<file path="src/rtl/if_stage_pkg.sv">
// rtl/if_stage_pkg.sv - shared encodings for the instruction fetch stage
// Next-PC operations, fetch FSM states and sticky fetch error codes.
package if_stage_pkg;

    localparam logic [2:0] NPC_PLUS4  = 3'b000;
    localparam logic [2:0] NPC_BRANCH = 3'b001;
    localparam logic [2:0] NPC_JUMP   = 3'b010;
    localparam logic [2:0] NPC_JALR   = 3'b100;

    typedef enum logic [1:0] {
        ST_RESET = 2'b00,
        ST_FETCH = 2'b01,
        ST_ISSUE = 2'b10,
        ST_HALT  = 2'b11
    } fetch_state_t;

    localparam logic [1:0] FERR_NONE     = 2'b00;
    localparam logic [1:0] FERR_MISALIGN = 2'b01;
    localparam logic [1:0] FERR_TIMEOUT  = 2'b10;

    localparam logic [31:0] NOP_INSTR = 32'h0000_0013;

endpackage

</file>
<file path="src/rtl/if_stage_npc.sv">
// rtl/if_stage_npc.sv - combinational next-PC computation
// All sums wrap modulo 2^32; JALR clears bit 0 of the target.
module npc
    import if_stage_pkg::*;
(
    input  logic [31:0] PC,
    input  logic [2:0]  NPCOp,
    input  logic [31:0] IMM,
    input  logic [31:0] RS1,
    output logic [31:0] NPC
);

    logic [31:0] jalr_sum;

    assign jalr_sum = RS1 + IMM;

    always_comb begin
        NPC = PC + 32'd4;
        case (NPCOp)
            NPC_BRANCH, NPC_JUMP: NPC = PC + IMM;
            NPC_JALR:             NPC = {jalr_sum[31:1], 1'b0};
            default:              NPC = PC + 32'd4;
        endcase
    end

endmodule

</file>
<file path="src/rtl/if_stage.sv">
// rtl/if_stage.sv - instruction fetch stage with timeout and misalignment halt
// FETCH requests imem until ready, ISSUE holds the instruction until advance.
module if_stage
    import if_stage_pkg::*;
#(
    parameter logic [31:0] RESET_PC     = 32'h0000_0000,
    parameter int          IMEM_TIMEOUT = 16
) (
    input  logic        clk,
    input  logic        rstn,
    output logic        imem_req,
    output logic [31:0] imem_addr,
    input  logic [31:0] imem_rdata,
    input  logic        imem_ready,
    input  logic [2:0]  NPCOp,
    input  logic [31:0] IMM,
    input  logic [31:0] RS1,
    input  logic        advance,
    output logic [31:0] PC,
    output logic [31:0] PC4,
    output logic [31:0] instr,
    output logic        instr_valid,
    output logic [1:0]  fetch_err
);

    localparam int CW = $clog2(IMEM_TIMEOUT + 1);

    fetch_state_t  state, state_nx;
    logic [CW-1:0] wait_cnt;
    logic [31:0]   npc_val;
    logic          npc_misaligned;
    logic          timeout_hit;

    npc u_npc (
        .PC    (PC),
        .NPCOp (NPCOp),
        .IMM   (IMM),
        .RS1   (RS1),
        .NPC   (npc_val)
    );

    assign npc_misaligned = |npc_val[1:0];
    // Fires on the IMEM_TIMEOUT-th consecutive unready cycle.
    assign timeout_hit    = (wait_cnt == CW'(IMEM_TIMEOUT - 1));
    assign imem_addr      = PC;
    assign PC4            = PC + 32'd4;

    always_ff @(posedge clk or negedge rstn) begin
        if (!rstn) begin
            state <= ST_RESET;
        end else begin
            state <= state_nx;
        end
    end

    always_comb begin
        state_nx    = state;
        imem_req    = 1'b0;
        instr_valid = 1'b0;
        case (state)
            ST_RESET: state_nx = ST_FETCH;
            ST_FETCH: begin
                imem_req = 1'b1;
                if (imem_ready) begin
                    state_nx = ST_ISSUE;
                end else if (timeout_hit) begin
                    state_nx = ST_HALT;
                end
            end
            ST_ISSUE: begin
                instr_valid = 1'b1;
                if (advance) begin
                    state_nx = npc_misaligned ? ST_HALT : ST_FETCH;
                end
            end
            ST_HALT:  state_nx = ST_HALT;
            default:  state_nx = ST_HALT;
        endcase
    end

    always_ff @(posedge clk or negedge rstn) begin
        if (!rstn) begin
            PC        <= RESET_PC;
            instr     <= NOP_INSTR;
            fetch_err <= FERR_NONE;
            wait_cnt  <= '0;
        end else begin
            case (state)
                ST_FETCH: begin
                    if (imem_ready) begin
                        instr    <= imem_rdata;
                        wait_cnt <= '0;
                    end else if (timeout_hit) begin
                        fetch_err <= FERR_TIMEOUT;
                    end else begin
                        wait_cnt <= wait_cnt + 1'b1;
                    end
                end
                ST_ISSUE: begin
                    if (advance) begin
                        if (npc_misaligned) begin
                            fetch_err <= FERR_MISALIGN;
                        end else begin
                            PC <= npc_val;
                        end
                    end
                end
                default: ;
            endcase
        end
    end

endmodule

</file>
<file path="config.mk">
export PLATFORM = sky130hd
export DESIGN_NAME = if_stage
export DESIGN_NICKNAME = d
export VERILOG_FILES = /design/src/rtl/if_stage_pkg.sv /design/src/rtl/if_stage_npc.sv /design/src/rtl/if_stage.sv
export SDC_FILE = /design/constraint.sdc
export NUM_CORES = 1
export LEC_CHECK = 0
export ABC_CLOCK_PERIOD_IN_PS = 3100
export CORE_AREA = 2 2 151 153
export DETAILED_ROUTE_END_ITERATION = 10
export DIE_AREA = 0 0 153 155
export HOLD_SLACK_MARGIN = 0.08
export PLACE_DENSITY = 0.71
export SLEW_MARGIN = 0
export SYNTH_ARGS = -nofsm -noshare
export SYNTH_HDL_FRONTEND = slang
export SYNTH_HIERARCHICAL = 1
export SYNTH_SLANG_ARGS = --single-unit
</file>
<file path="constraint.sdc">
create_clock -name clk -period 3.1 [get_ports clk]
set_input_delay 0.93 -clock clk [delete_from_list [all_inputs] [get_ports clk]]
set_output_delay 0.93 -clock clk [all_outputs]
set_load 0.02 [all_outputs]
</file>
---- After elaboration in Yosys (flattened, before gate mapping) ----
Index checks and enable logic that the tools add are counted.
storage, ports and cells
  bits in registers ....................... 73
  bits of input ports ..................... 103
  output and inout bits ................... 132
  logic and storage cells ................. 47
operators by class
  $add $sub $neg .......................... 4
  equality and inequality tests ........... 13
  muxes and demuxes ....................... 15
  bitwise logic cells ..................... 1
  reductions and logical operators ........ 9
operators by type and width
  kind                   number
  $add 32x32->32         2
  $pmux 32 s2            1
  $add 32x3->32 const B  1
  $mux 2                 8
  $mux 5                 2
  $ne 2x2->1 const B     5
  $pmux 2 s4             1
  $reduce_and 2->1       3
  $add 5x1->5 const B    1
  $eq 5x4->1 const B     1
  $reduce_and 5->1       1
  $eq 2x2->1 const B     2
  $pmux 2 s2             1
  $reduce_or 2->1        2
  $eq 3x1->1 const B     1
  $eq 3x2->1 const B     1
  $eq 3x3->1 const B     1
  $ne 3x3->1 const B     1
  $reduce_and 3->1       1
  $eq 2x1->1 const B     1
  $logic_not 2->1        1
  $mux 1                 2
  $reduce_bool 2->1      1
  $not 1->1              1

---- Longest topological paths before layout ----
Gate-level depths: netlist of the first run.
  depth in word-level cells ............... 7
  gate-level depth with buffers ........... 12
  depth with buffers taken out ............ 12

---- By module ----
The synthesis of the first run kept the hierarchy.
modules (own cells, without submodules)
  module    times used  cells each  area an instance (um2)  sequential area each (um2)
  npc       1           648         4481.8                  0.0
  if_stage  1           310         3768.6                  1830.5

---- Least setup slack after synthesis of the first run ----
OpenSTA, ideal clock, no wires.
  path kind ............................... in2reg
  start ................................... input IMM[0]
  end ..................................... register PC[24]
  setup time .............................. 0.125 ns
  arrival ................................. 3.117 ns
  data required time ...................... 2.975 ns
  slack ................................... -0.142 ns
  stages .................................. 12
  path buffers ............................ 0
  path through ............................ ha_1 -> inv_1 -> fa_1 -> nand2b_1 -> a21oi_1 -> o21ai_1 -> a31oi_1 -> a31oi_1 -> o21ai_1 -> xnor2_1 -> o221ai_1 -> mux2_2
between the ends
  elaborated cells between the ends (all ways) .. 6
  classes of those cells .................. 2 x add/sub; 1 x mux; 1 x bitwise; 2 x reduce/logical
RTL lines
  what                               line                                    RTL
  start: declaration                 if_stage.sv:16                          input logic [31:0] IMM,
  $add 32x32->32 (on tied branches)  if_stage_npc.sv:15, if_stage_npc.sv:20
  $pmux 32 s2 (*)                    if_stage_npc.sv:19                      case (NPCOp)
  named net npc_val[24]              if_stage.sv:30                          logic [31:0] npc_val;
  end signal: assignment             if_stage.sv:104                         PC <= npc_val;
  end: declaration                   if_stage.sv:19                          output logic [31:0] PC,
Mark *: on every way through the listed nets, which the timed path passes. The rest lies on a longest branch.
A chain may end at the register's enable or synchronous reset.

---- Worst setup path after layout of the first run ----
  start ................................... input RS1[11]
  end ..................................... register PC[31]
between the ends
  longest elaborated chain between the ends .. 2
ends and longest elaborated chain
  what                   line                RTL
  start: declaration     if_stage.sv:17      input logic [31:0] RS1,
  $add 32x32->32         if_stage_npc.sv:15  assign jalr_sum = RS1 + IMM;
  $pmux 32 s2            if_stage_npc.sv:19
  named net npc_val[31]  if_stage.sv:30
The timed path passes the listed nets, and every way through them passes these cells.

==> flow_metrics.py, run 1 <==
metrics = {
    "setup_path": {
        "cp.required_ps": 3330,
        "cp_num_buf_inv": 3,
        "crit_type": "primary input to flip-flop",
        "crit_slowest_cell": "o31ai_4",
        "cp-start-kind": "primary input",
        "cp-end-kind": "flip-flop",
        "cp.arrival_ps": 3430,
        "critPathMaxStageDelay_ps": 400,
        "timing.rr.start": "PC[5]$_DFFE_PN0P_",
        "path_cells": "dlygate4sd2_1 > ha_4 > nand3_2 > or2_4 > o31ai_4 > o31ai_4 > buf_6 > o41ai_4 > buf_4 > mux2i_1 > o221ai_1 > mux2_2",
        "r2r_cells": 11,
        "cpMostUsedCell": "o31ai_4",
        "crit_family": "compound AO/OA/AOI/OAI gates",
        "crit_fanout": 3,
        "r2r_setup_slack_ps": 160,
        "r2r-end": "PC[22]$_DFFE_PN0P_",
    },
    "clock_network": {
        "htreeDepth": 3,
        "cts_root_buffer": "clkbuf_16",
        "cts_tree": "built",
        "cts_buffer_depth": 2,
        "clock-sinks": 73,
        "numCtsBuffers": 9,
        "clk_latency_ps": 340,
        "cts.clk_slew.worst_paths_ps": 70,
    },
    "timing": {
        "finalSetupViolations": 5,
        "tightest_slew_ps": 1020,
        "setup_slack_ps": -102,
        "rsz0062_at_grt": "true",
        "report.final.slew_viol_count": 0,
        "finalHoldViolations": 0,
        "max_freq_ghz": 0.312,
        "skew_ps": 8.51,
        "holdWs_ps": 504,
        "fin_crit_sh": 1.03,
        "maxSlewHeadroom": 0.322,
        "min_period_ps": 3200,
    },
    "yosys": {
        "synth_top_area_share": 0.212,
        "netlist_top_cells_count": "dfrtp_1, nand2_1, xnor2_1",
        "ys_warn_count": 6,
        "ys_top_cells_by_area": "dfrtp_1, ha_1, mux2_2",
        "synth-seq-cells": 73,
        "syn_inst": 958,
        "async_reset_ff_frac": 1.00,
        "ys.flop_type": "dfrtp_1",
        "yosysSeqAreaShare": 0.222,
        "syn_area_sq_um": 8250,
        "synth_edf_count": 0,
        "synth_nets": 1128,
        "synth.distinct_cells": 81,
        "synth_area_per_cell_sq_um": 8.61,
        "synth_most_common_cell": "dfrtp_1",
        "synth.largest_area_cell": "dfrtp_1",
    },
    "detailed_routing": {
        "first_iter_violations": 675,
        "ant_nets": 0,
        "viasPerCell": 5.60,
        "route.detailed.drc": 0,
        "drt-total-wl_um": 34900,
        "firstDrtPassIters": 6,
        "post_drt_wl_per_cell_um": 20.3,
        "vias": 9661,
    },
    "floorplanning": {
        "initial_core_util": 0.371,
        "coreArea_sq_um": 22200,
        "die_height_um": 155,
        "rows": 55,
        "dieArea_sq_um": 23700,
        "ioPinCount": 235,
        "dieWidth_um": 153,
    },
    "finish": {
        "final_cells": 1724,
        "final-seq-area_sq_um": 1830,
        "fill_cells": 1733,
        "finish.utilization": 0.645,
        "multi_input_area_sq_um": 7110,
        "diodes": 0,
        "nNetsFinal": 1604,
        "area_delta_synth_final_pct": 73.7,
        "drive_above_1_share": 0.422,
    },
    "placed_design": {
        "hpwl_um": 24500,
        "io_buffers": 234,
        "place_congestion": 0.973,
        "placed_cells": 1668,
    },
    "run": {
        "max_cap_viol_count": 0,
    },
    "min_path": {
        "min_from": "instr[18]$_DFFE_PN0P_",
        "hold_depth": 1,
        "min_to": "instr[18]$_DFFE_PN0P_",
        "hold_class": "flip-flop to flip-flop",
    },
    "pwr": {
        "ir_drop_v": 0.000751,
        "pwr-share-comb": 0.746,
        "p_leak_uw": 0.00645,
        "internal_power_uw": 6030,
        "powerDensity_nw_per_um2": 766,
        "clkPwrFrac": 0.103,
        "power_frac_seq": 0.152,
        "switching_share": 0.450,
        "switchingPower_uw": 4940,
    },
    "global_routing": {
        "antenna_found_initial": 0,
        "grt_pass1_vias": 10037,
        "grt.overflow.total": 0,
        "grt_start_max_net_pins": 74,
        "grt_pass1_wl_um": 52800,
        "grt_use_total": 0.275,
    },
    "run_status": {
        "status": "finished with violations",
        "violations": "setup timing",
    },
}
layer usage:
| layer | part of all wire | vias to the layer above | GRT usage |
|---|---|---|---|
| met5 | 0 | - | 0 |
| met4 | 0.040 | 0 | 0.0988 |
| met2 | 0.48 | 514 | 0.477 |
| met3 | 0.078 | 118 | 0.0479 |
| met1 | 0.40 | 4587 | 0.346 |
| li1 | - | 4442 | - |
through the flow:
step	area (sq um)	setup TNS [ps]	total power (uW)	setup slack, ps
floorplan	8260	-156	5520	-53.6
global route	14300	-800	11500	-115
finish	14300	-180	11000	-102
CTS	13800	-294	10500	-151
global placement	12600	-18210	8760	-838
detailed placement	12600	-19000	8850	-894
cells by family (layout without fill, tap and decap cells):
group | count (synthesis) | count (layout) | share of synthesized area
compound gates | 265 | 265 | 0.221
xor+xnor | 106 | 106 | 0.113
fa+ha+maj | 67 | 67 | 0.103
buf+inv | 101 | 582 | 0.0651
flops | 73 | 73 | 0.222
mux | 64 | 64 | 0.0870
simple gates | 282 | 282 | 0.189
worst register-to-register path: cells and delay by family, from the launching register on:
kind,cells,cell delay [ps]
AO/OA/AOI/OAI,6,1210
XOR/XNOR,1,120
adder cells (fa/ha/maj),1,260
buffers and inverters,1,190
flip-flops,1,390
multiplexers,1,270
AND/OR/NAND/NOR,1,370
sequential cells by signal (all words and copies together), names as in the netlist:
register   flops
PC            32
instr         32
wait_cnt       5
fetch_err      2
state          2
timing repair:
action | 4_1_cts | 5_1_grt
setup endpoints to repair | 46 | 40
hold endpoints to repair | 0 | 0
setup buffers | 31 | 12
gates resized for setup | 285 | 151
hold buffers | 0 | 0
cloned | 0 | 0
pin swaps | 86 | 98
power by group through the flow:
stage	sequential, uW	combinational [uW]	clock, uW
2_1_floorplan	2320	3200	0
3_3_place_gp	1640	7110	0
3_5_place_dp	1670	7180	0
4_1_cts	1650	7670	1140
5_1_grt	1710	8630	1180
6_report	1660	8180	1130
area by class of cell:
cell class | instances | area share
inverter | 28 | 0.00734
multi-input combinational | 784 | 0.497
tap | 285 | 0.0249
timing repair buffer | 538 | 0.322
sequential | 73 | 0.128
clock inverter | 7 | 0.00585
clock buffer | 9 | 0.0157
cell usage in the layout (no fill, tap or decap), drive strengths merged, types with 40 or more instances in the layout:
master / Yosys / layout
buf: 48 / 336
clkdlybuf4s50: 0 / 159
dfrtp: 70 / 70
nand2: 68 / 68
xnor2: 66 / 66
ha: 65 / 65
o21ai: 64 / 64
mux2: 62 / 62
a21oi: 60 / 60
nor2: 53 / 53
nand3: 41 / 41
xor2: 40 / 40
worst max-delay path by stage:
stage          startpoint                 end  slack, ps  cells past startpoint
2_1_floorplan      IMM[0]  PC[24]$_DFFE_PN0P_        -50                     12
3_3_place_gp       IMM[1]  PC[31]$_DFFE_PN0P_       -840                     13
3_5_place_dp       RS1[1]  PC[31]$_DFFE_PN0P_       -890                     13
4_1_cts           IMM[24]  PC[31]$_DFFE_PN0P_       -150                     11
5_1_grt           RS1[11]  PC[31]$_DFFE_PN0P_       -120                     12
6_report          RS1[11]  PC[31]$_DFFE_PN0P_       -100                     12
Note: power is estimated with default switching activity, not from simulation.
==> run 2, diff against run 1 <==
CTS_CLUSTER_DIAMETER = 100   (was unset)
==> results of run 2 <==
Final layout, timing and power as in run 1 (identical DEF).
==> run 3, diff against run 2 <==
TNS_END_PERCENT = 1   (was unset)
==> run 3 against run 2 <==
The run still ends with setup timing left. Clock skew is 3.7 ps lower. Non-clock buffer count is 18 lower. Total power is 1.8% lower. Utilization is 0.99 points lower. Sequential power is 2% higher. First-iteration DRC count is 13% higher. Cell area is 1.5% lower. Register-to-register slack hardly changed.
==> flow_metrics.py, run 3 (synthesized netlist as in run 1, its figures left out) <==
metrics = {
    "finish": {
        "nNetsFinal": 1586,
        "diodes": 0,
        "area_delta_synth_final_pct": 71.0,
        "final_common_cell": "buf_4",
        "fin_area_sq_um": 14100,
        "final_cells": 1706,
        "final_cell_mix": "buf_4, clkdlybuf4s50_1, dfrtp_1",
        "finish.utilization": 0.635,
        "largestRegisters": "PC: 32 flops, instr: 32 flops, wait_cnt: 5 flops",
        "fill_cells": 1803,
        "drive_above_1_share": 0.405,
    },
    "clock_network": {
        "cts_root_buffer": "clkbuf_16",
        "cts_tree": "built",
        "postCtsHoldBufs": 0,
        "clk_latency_ps": 350,
        "cts_buffer_depth": 2,
        "clock-sinks": 73,
        "numCtsBuffers": 9,
        "htreeDepth": 3,
        "cts.clk_slew.worst_paths_ps": 70,
    },
    "timing": {
        "max_freq_ghz": 0.315,
        "finalHoldViolations": 0,
        "maxSlewHeadroom": 0.592,
        "fin_crit_sh": 1.03,
        "finalSetupViolations": 5,
        "min_period_ps": 3180,
        "report.final.slew_viol_count": 0,
        "setup_slack_ps": -79.6,
        "tightest_slew_ps": 612,
        "holdWs_ps": 505,
        "rsz0062_at_grt": "true",
        "skew_ps": 4.78,
    },
    "run": {
        "max_cap_viol_count": 0,
    },
    "pwr": {
        "p_leak_uw": 0.00632,
        "powerDensity_nw_per_um2": 764,
        "ir_drop_v": 0.000666,
    },
    "placed_design": {
        "hpwl_um": 25200,
        "io_buffers": 234,
        "placed_cells": 1667,
        "place_congestion": 0.963,
        "pre_cts_ws_ps": -982,
        "place_area_sq_um": 12500,
    },
    "setup_path": {
        "timing.rr.start": "PC[6]$_DFFE_PN0P_",
        "cp.required_ps": 3390,
        "r2r-end": "PC[21]$_DFFE_PN0P_",
        "path_cells": "buf_4 > ha_4 > a31o_1 > or4_4 > nand4_4 > a311oi_4 > o221ai_4 > or4_1 > a21o_1 > o211ai_2 > mux2_4",
        "cp-start-kind": "primary input",
        "r2r_setup_slack_ps": 160,
        "r2r_cells": 13,
        "cp-end-kind": "flip-flop",
        "crit_fanout": 6,
        "critPathMaxStageDelay_ps": 560,
        "crit_family": "compound AO/OA/AOI/OAI gates",
        "cp_num_buf_inv": 1,
        "cp.arrival_ps": 3470,
        "crit_slowest_cell": "or4_1",
        "crit_type": "primary input to flip-flop",
    },
    "detailed_routing": {
        "firstDrtPassIters": 6,
        "route.detailed.drc": 0,
        "first_iter_violations": 762,
        "ant_nets": 0,
        "viasPerCell": 5.60,
        "vias": 9553,
        "post_drt_wl_per_cell_um": 19.7,
        "drt-total-wl_um": 33600,
    },
    "floorplanning": {
        "ioPinCount": 235,
        "initial_core_util": 0.371,
        "die_height_um": 155,
        "coreArea_sq_um": 22200,
        "dieArea_sq_um": 23700,
        "rows": 55,
        "dieWidth_um": 153,
    },
    "global_routing": {
        "grt.overflow.total": 0,
        "grt_start_max_net_pins": 43,
        "antenna_found_initial": 0,
        "grt_pass1_vias": 9674,
        "grt_pass1_wl_um": 50400,
        "grt_use_total": 0.264,
    },
    "min_path": {
        "min_from": "instr[26]$_DFFE_PN0P_",
        "min_to": "instr[26]$_DFFE_PN0P_",
        "hold_class": "flip-flop to flip-flop",
        "hold_depth": 1,
    },
    "run_status": {
        "status": "finished with violations",
        "violations": "setup timing",
    },
}
==> run 3: layout make-up <==
| type | instances | area (sq um) | share of cell area |
|---|---|---|---|
| Timing Repair Buffer | 520 | 4520 | 0.321 |
| Tap cell | 285 | 357 | 0.0253 |
| Sequential cell | 73 | 1830 | 0.130 |
| Clock buffer | 9 | 225 | 0.0160 |
| Clock inverter | 7 | 85.1 | 0.00603 |
| Inverter | 28 | 105 | 0.00745 |
| Multi-Input combinational cell | 784 | 6980 | 0.495 |
==> run 3: worst max-delay path by stage <==
stage	start	to	cells after the start
floorplan	IMM[8]	PC[31]$_DFFE_PN0P_	10
detailed placement	RS1[1]	PC[31]$_DFFE_PN0P_	12
global placement	IMM[3]	PC[31]$_DFFE_PN0P_	14
global route	RS1[1]	PC[27]$_DFFE_PN0P_	11
finish	RS1[1]	PC[27]$_DFFE_PN0P_	11
CTS	IMM[13]	PC[31]$_DFFE_PN0P_	11
==> run 3: power by group <==
part           switching (uW)  leakage [uW]  internal [uW]  total, uW
clock network             487      0.000146            641       1130
registers                 334      0.000904           1370       1700
logic                    4020       0.00527           3930       7950
==> run 3: per-layer routing <==
| layer | GRT usage | up-vias | part of all wire |
|---|---|---|---|
| met5 | 0 | - | 0 |
| met4 | 0.102 | 0 | 0.041 |
| met3 | 0.0426 | 102 | 0.072 |
| met2 | 0.459 | 468 | 0.49 |
| met1 | 0.330 | 4572 | 0.40 |
| li1 | - | 4411 | - |
==> run 3: timing repair <==
item                                    in CTS  in global routing
setup buffers                                5                 18
pin swaps                                   62                 87
endpoints found under the hold margin        0                  0
endpoints found under the setup margin      47                 38
gates resized for setup                    173                207
==> run 3: through the flow <==
stage | total power, uW | TNS (ps)
2_1_floorplan | 5520 | -218
4_1_cts | 10300 | -2190
3_3_place_gp | 8780 | -19690
6_report | 10800 | -193
5_1_grt | 11300 | -589
3_5_place_dp | 8870 | -21100
